[config.mk]
export PLATFORM = sky130hd
export DESIGN_NAME = cdb_req_buffer_flat
export DESIGN_NICKNAME = d
export VERILOG_FILES = /design/src/rtl/cdb_req_buffer_if.sv /design/src/rtl/cdb_req_buffer.sv /design/src/flat_wrapper.sv
export SDC_FILE = /design/constraint.sdc
export NUM_CORES = 1
export LEC_CHECK = 0
export BUFFER_PORTS_ARGS = -buffer_cell sky130_fd_sc_hd__buf_2
export CAP_MARGIN = 20
export CORE_ASPECT_RATIO = 1.25
export CORE_MARGIN = 10
export CORE_UTILIZATION = 44
export CTS_BUF_LIST = sky130_fd_sc_hd__clkbuf_4
export CTS_CLUSTER_SIZE = 10
export DETAILED_ROUTE_END_ITERATION = 6
export PLACE_DENSITY = 0.67
export SYNTH_ARGS = -nofsm -noshare
export SYNTH_HDL_FRONTEND = slang
export SYNTH_SLANG_ARGS = --single-unit
[constraint.sdc]
create_clock -name clk -period 4 [get_ports clk]
set_input_delay 0.8 -clock clk [delete_from_list [all_inputs] [get_ports clk]]
set_output_delay 0.8 -clock clk [all_outputs]
set_load 0.05 [all_outputs]
[src/rtl/cdb_req_buffer_if.sv]
// Signal bundle between one functional unit, the CDB arbiter and its result buffer.
// The buffer connects as slave; the FU/arbiter side (or a bench) connects as master.
interface cdb_req_buffer_if #(
   parameter int unsigned DEPTH  = 4,
   parameter int unsigned TAG_W  = 4,
   parameter int unsigned DATA_W = 32
);
   logic                     stall_i;
   logic                     flush_i;
   logic                     fu_valid_i;
   logic [TAG_W-1:0]         fu_tag_i;
   logic [DATA_W-1:0]        fu_data_i;
   logic                     fu_ready_o;
   logic                     cdb_req_o;
   logic                     cdb_grant_i;
   logic                     cdb_valid_o;
   logic [TAG_W-1:0]         cdb_tag_o;
   logic [DATA_W-1:0]        cdb_data_o;
   logic [$clog2(DEPTH):0]   count_o;

   modport slave (
      input  stall_i, flush_i, fu_valid_i, fu_tag_i, fu_data_i, cdb_grant_i,
      output fu_ready_o, cdb_req_o, cdb_valid_o, cdb_tag_o, cdb_data_o, count_o
   );

   modport master (
      output stall_i, flush_i, fu_valid_i, fu_tag_i, fu_data_i, cdb_grant_i,
      input  fu_ready_o, cdb_req_o, cdb_valid_o, cdb_tag_o, cdb_data_o, count_o
   );
endinterface

[src/rtl/cdb_req_buffer.sv]
// In-order result FIFO between one functional unit and the CDB arbiter: requests
// while non-empty, broadcasts the head combinationally in its grant cycle.
module cdb_req_buffer #(
   parameter int unsigned DEPTH  = 4,
   parameter int unsigned TAG_W  = 4,
   parameter int unsigned DATA_W = 32
) (
   input logic               clk,
   input logic               rst,
   cdb_req_buffer_if.slave   bus
);
   localparam int unsigned PTR_W = $clog2(DEPTH);

   logic [TAG_W-1:0]  tag_mem  [DEPTH];
   logic [DATA_W-1:0] data_mem [DEPTH];
   logic [PTR_W-1:0]  rd_ptr;
   logic [PTR_W-1:0]  wr_ptr;
   logic [PTR_W:0]    count;

   logic empty;
   logic full;
   logic push;
   logic pop;

   assign empty = (count == '0);
   assign full  = (count == (PTR_W+1)'(DEPTH));

   // Ready and request come from registered count only, so neither sees fu_valid_i.
   assign bus.fu_ready_o = !full;
   assign bus.cdb_req_o  = !empty;
   assign bus.count_o    = count;

   assign push = bus.fu_valid_i & !full & !bus.flush_i;
   assign pop  = bus.cdb_grant_i & !empty & !bus.stall_i & !bus.flush_i;

   assign bus.cdb_valid_o = pop;
   assign bus.cdb_tag_o   = pop ? tag_mem[rd_ptr]  : '0;
   assign bus.cdb_data_o  = pop ? data_mem[rd_ptr] : '0;

   always_ff @(posedge clk) begin
      if (!rst || bus.flush_i) begin
         rd_ptr <= '0;
         wr_ptr <= '0;
         count  <= '0;
      end else begin
         if (push) wr_ptr <= wr_ptr + 1'b1;
         if (pop)  rd_ptr <= rd_ptr + 1'b1;
         case ({push, pop})
            2'b10:   count <= count + 1'b1;
            2'b01:   count <= count - 1'b1;
            default: count <= count;
         endcase
      end
   end

   // Storage is left unreset; only the pointers/count define which entries are live.
   always_ff @(posedge clk) begin
      if (push) begin
         tag_mem[wr_ptr]  <= bus.fu_tag_i;
         data_mem[wr_ptr] <= bus.fu_data_i;
      end
   end
endmodule

[src/flat_wrapper.sv]
// flat-port wrapper written by rule: the top's interface ports become plain ports
module cdb_req_buffer_flat 
#(
   parameter int unsigned DEPTH  = 4,
   parameter int unsigned TAG_W  = 4,
   parameter int unsigned DATA_W = 32
)
  (clk, rst, bus_stall_i, bus_flush_i, bus_fu_valid_i, bus_fu_tag_i, bus_fu_data_i, bus_cdb_grant_i, bus_fu_ready_o, bus_cdb_req_o, bus_cdb_valid_o, bus_cdb_tag_o, bus_cdb_data_o, bus_count_o);
  cdb_req_buffer_if #(.DEPTH(DEPTH), .TAG_W(TAG_W), .DATA_W(DATA_W)) bus_i ();
  input logic clk;
  input logic rst;
  input wire logic [$bits(bus_i.stall_i)-1:0] bus_stall_i;
  input wire logic [$bits(bus_i.flush_i)-1:0] bus_flush_i;
  input wire logic [$bits(bus_i.fu_valid_i)-1:0] bus_fu_valid_i;
  input wire logic [$bits(bus_i.fu_tag_i)-1:0] bus_fu_tag_i;
  input wire logic [$bits(bus_i.fu_data_i)-1:0] bus_fu_data_i;
  input wire logic [$bits(bus_i.cdb_grant_i)-1:0] bus_cdb_grant_i;
  output wire logic [$bits(bus_i.fu_ready_o)-1:0] bus_fu_ready_o;
  output wire logic [$bits(bus_i.cdb_req_o)-1:0] bus_cdb_req_o;
  output wire logic [$bits(bus_i.cdb_valid_o)-1:0] bus_cdb_valid_o;
  output wire logic [$bits(bus_i.cdb_tag_o)-1:0] bus_cdb_tag_o;
  output wire logic [$bits(bus_i.cdb_data_o)-1:0] bus_cdb_data_o;
  output wire logic [$bits(bus_i.count_o)-1:0] bus_count_o;
  assign bus_i.stall_i = bus_stall_i;
  assign bus_i.flush_i = bus_flush_i;
  assign bus_i.fu_valid_i = bus_fu_valid_i;
  assign bus_i.fu_tag_i = bus_fu_tag_i;
  assign bus_i.fu_data_i = bus_fu_data_i;
  assign bus_i.cdb_grant_i = bus_cdb_grant_i;
  assign bus_fu_ready_o = bus_i.fu_ready_o;
  assign bus_cdb_req_o = bus_i.cdb_req_o;
  assign bus_cdb_valid_o = bus_i.cdb_valid_o;
  assign bus_cdb_tag_o = bus_i.cdb_tag_o;
  assign bus_cdb_data_o = bus_i.cdb_data_o;
  assign bus_count_o = bus_i.count_o;
  cdb_req_buffer #(.DEPTH(DEPTH), .TAG_W(TAG_W), .DATA_W(DATA_W)) u_core (.clk(clk), .rst(rst), .bus(bus_i));
endmodule
==> out/metrics.cfg <==
[outcome]
status=finished clean

[clock_network]
cts_sinks=153
cts_setup_buffers=0
root_buffer=clkbuf_4
cts_hold_buf=0
clk_pin_slew_ns=0.12
ctsLongestPathBuffers=2
postCtsResizedCells=0
numCtsBuffers=17
cts_tree=done
insertion_delay_ns=0.51
htree_levels=4

[critical_path]
max_stage_delay_ns=0.68
path_max_fanout=22
path_buf_inv=3
cpMostUsedCell=buf_2
required_ns=3.20
crit_chain=buf_2 > or2b_1 > or3_2 > buf_12 > nor2b_1 > buf_2
arrival_ns=2.51
crit_type=primary input to output pin
critPathCaptureType=output pin
critPathSlowestCell=or3_2
start_kind=primary input
worst_path_dominant_cell_family=simple AND/OR/NAND/NOR gates

[global_route]
grt_pass1_vias=3274
grt_overflow=0
grt_start_max_net_pins=37
grt_pass1_wl_mm=17.6
grt_use_total=0.122
antenna_found_initial=2

[yosys]
synth-edff-count=144
synthTopCellsByArea=edfxtp_1 (72%), mux4_2 (13%), dfxtp_1 (3.0%)
synth_cells=287
ys_ff_latch=153
yosys-top-cells-count=edfxtp_1 (144), mux4_2 (36), nor2b_1 (25), inv_1 (10)
synth_top_area_share=0.716
synthArstFlopShare=0
avgSynthCellArea_um2=21.1
syn_area_um2=6040
synthDistinctLibCells=27
synth-main-ff-cell=edfxtp_1
seq_area_frac_synth=0.745
syn_nets=335
yosysWarnings=0
synth.most_common_cell=edfxtp_1
synth_top_area_cell=edfxtp_1

[final_layout]
layout-drive-gt1-share=0.435
fin_nets=430
n_antenna_cell=0
fin_cells=566
area_growth_syn_to_layout_pct=14.3

[detailed_routing]
drtIter0Drc=143
viasPerCell=5.07
wire_per_inst_um=19.6
wirelength_mm=11.1
drtAntennaViolNets=0
drt_first_pass_iters=4
num_vias=2870
drc=0

[floorplanning]
die_area_um2=18900
coreArea_um2=13300
io_pins=84
dieHeight_um=151
die_x_um=125
fp-row-count=47
start_util=0.453

[placed_design]
detailedPlacementHpwl_mm=7.02
gp_congestion=0.733
placedCellCount=534
portBuffers=83

[flow_run]
cap_viol_max_count=0

[sta]
drv_slew=0
max_freq_ghz=0.302
tightest_slew_ns=0.993
setup_violations=0
rsz0062_at_grt=false
report.final.hold_viol_count=0
skew_ns=0.0198
relSlewSlack=0.338
min_period_over_period=0.827
tns_ns=0
min_period_ns=3.31

[power]
leakagePower_nw=2.38
ir_drop_mv=0.228
p_per_area_nw_per_um2=408
total_power_mw=2.82

[worst_hold_path]
hold_path_class=primary input to flop

==> cell type report <==
type                       count  area [um^2]
sequential                   153         4510
inverter                      10         37.5
clock inverter                11          129
timing repair buffer          89          473
fill                        1091         6440
multi-input combinational    111         1390
tap                          171          214
clock buffer                  21          158
==> cells in the final DEF (no fill, tap or decap), drive strengths merged <==
cell type,instances
dfxtp,9
nand3b,1
nor3,2
nand3,2
mux4,36
xor2,2
o21ai,5
or2b,1
or3,4
edfxtp,144
and2,4
nor2b,36
clkinv,8
ha,5
inv,10
clkbuf,21
nor2,3
fa,1
nor3b,1
buf,89
a21oi,7
bufinv,3
nand2b,1
==> per-stage QoR <==
stage	hold WS [ns]	cell area, um^2	utilization	worst slack, ns
final	0.503	6910	0.517	0.691
after global placement	0.464	6620	0.496	0.677
after floorplan	0.459	6040	-	0.714
after CTS	0.444	6910	0.517	0.626
after detailed placement	0.485	6620	0.496	0.658
after global routing	0.438	6910	0.517	0.516
==> path summary, 6_finish.rpt <==
| path | start | end | slack (ns) | cells after the start |
|---|---|---|---|---|
| worst max register to register | u_core.bus.count_o[0]$_SDFFE_PP0P_ | u_core.bus.count_o[2]$_SDFFE_PP0P_ | 1.25 | 9 |
| worst min-delay path | bus_fu_data_i[14] | u_core.data_mem[0][14]$_DFFE_PP_ | 0.50 | 1 |
| worst max-delay path | bus_stall_i | bus_cdb_data_o[23] | 0.69 | 6 |
| worst min register to register | u_core.rd_ptr[1]$_SDFFE_PP0P_ | flop | 0.51 | 2 |
==> logic make-up (layout without fill, tap and decap cells) <==
family / Yosys count / count (layout) / share of synthesized area
simple gates: 55 / 55 / 0.0683
mux: 36 / 36 / 0.134
flops: 153 / 153 / 0.745
compound gates: 12 / 12 / 0.00994
fa+ha+maj: 6 / 6 / 0.0137
buf+inv: 23 / 131 / 0.0257
xor+xnor: 2 / 2 / 0.00290
==> metal layers <==
metal / vias to the layer above / global-route usage / share of wire
met2: 70 / 0.207 / 0.52
met1: 1454 / 0.138 / 0.41
met5: - / 0 / 0.0021
met4: 4 / 0.0415 / 0.0084
met3: 16 / 0.0476 / 0.055
li1: 1326 / - / -
==> sequential cells by signal, indices dropped and copies added (netlist names), named ones only <==
signal and cells:
u_core.bus.count_o 3, u_core.data_mem 128, u_core.rd_ptr 2, u_core.tag_mem 16, u_core.wr_ptr 2
==> power breakdown <==
part / total [mW] / leakage [nW] / switching (mW) / internal (mW)
clock network: 0.935 / 0.161 / 0.483 / 0.452
logic: 0.106 / 0.833 / 0.0601 / 0.0460
registers: 1.78 / 1.38 / 0.00611 / 1.77
Note: power is estimated with default switching activity, not from simulation.
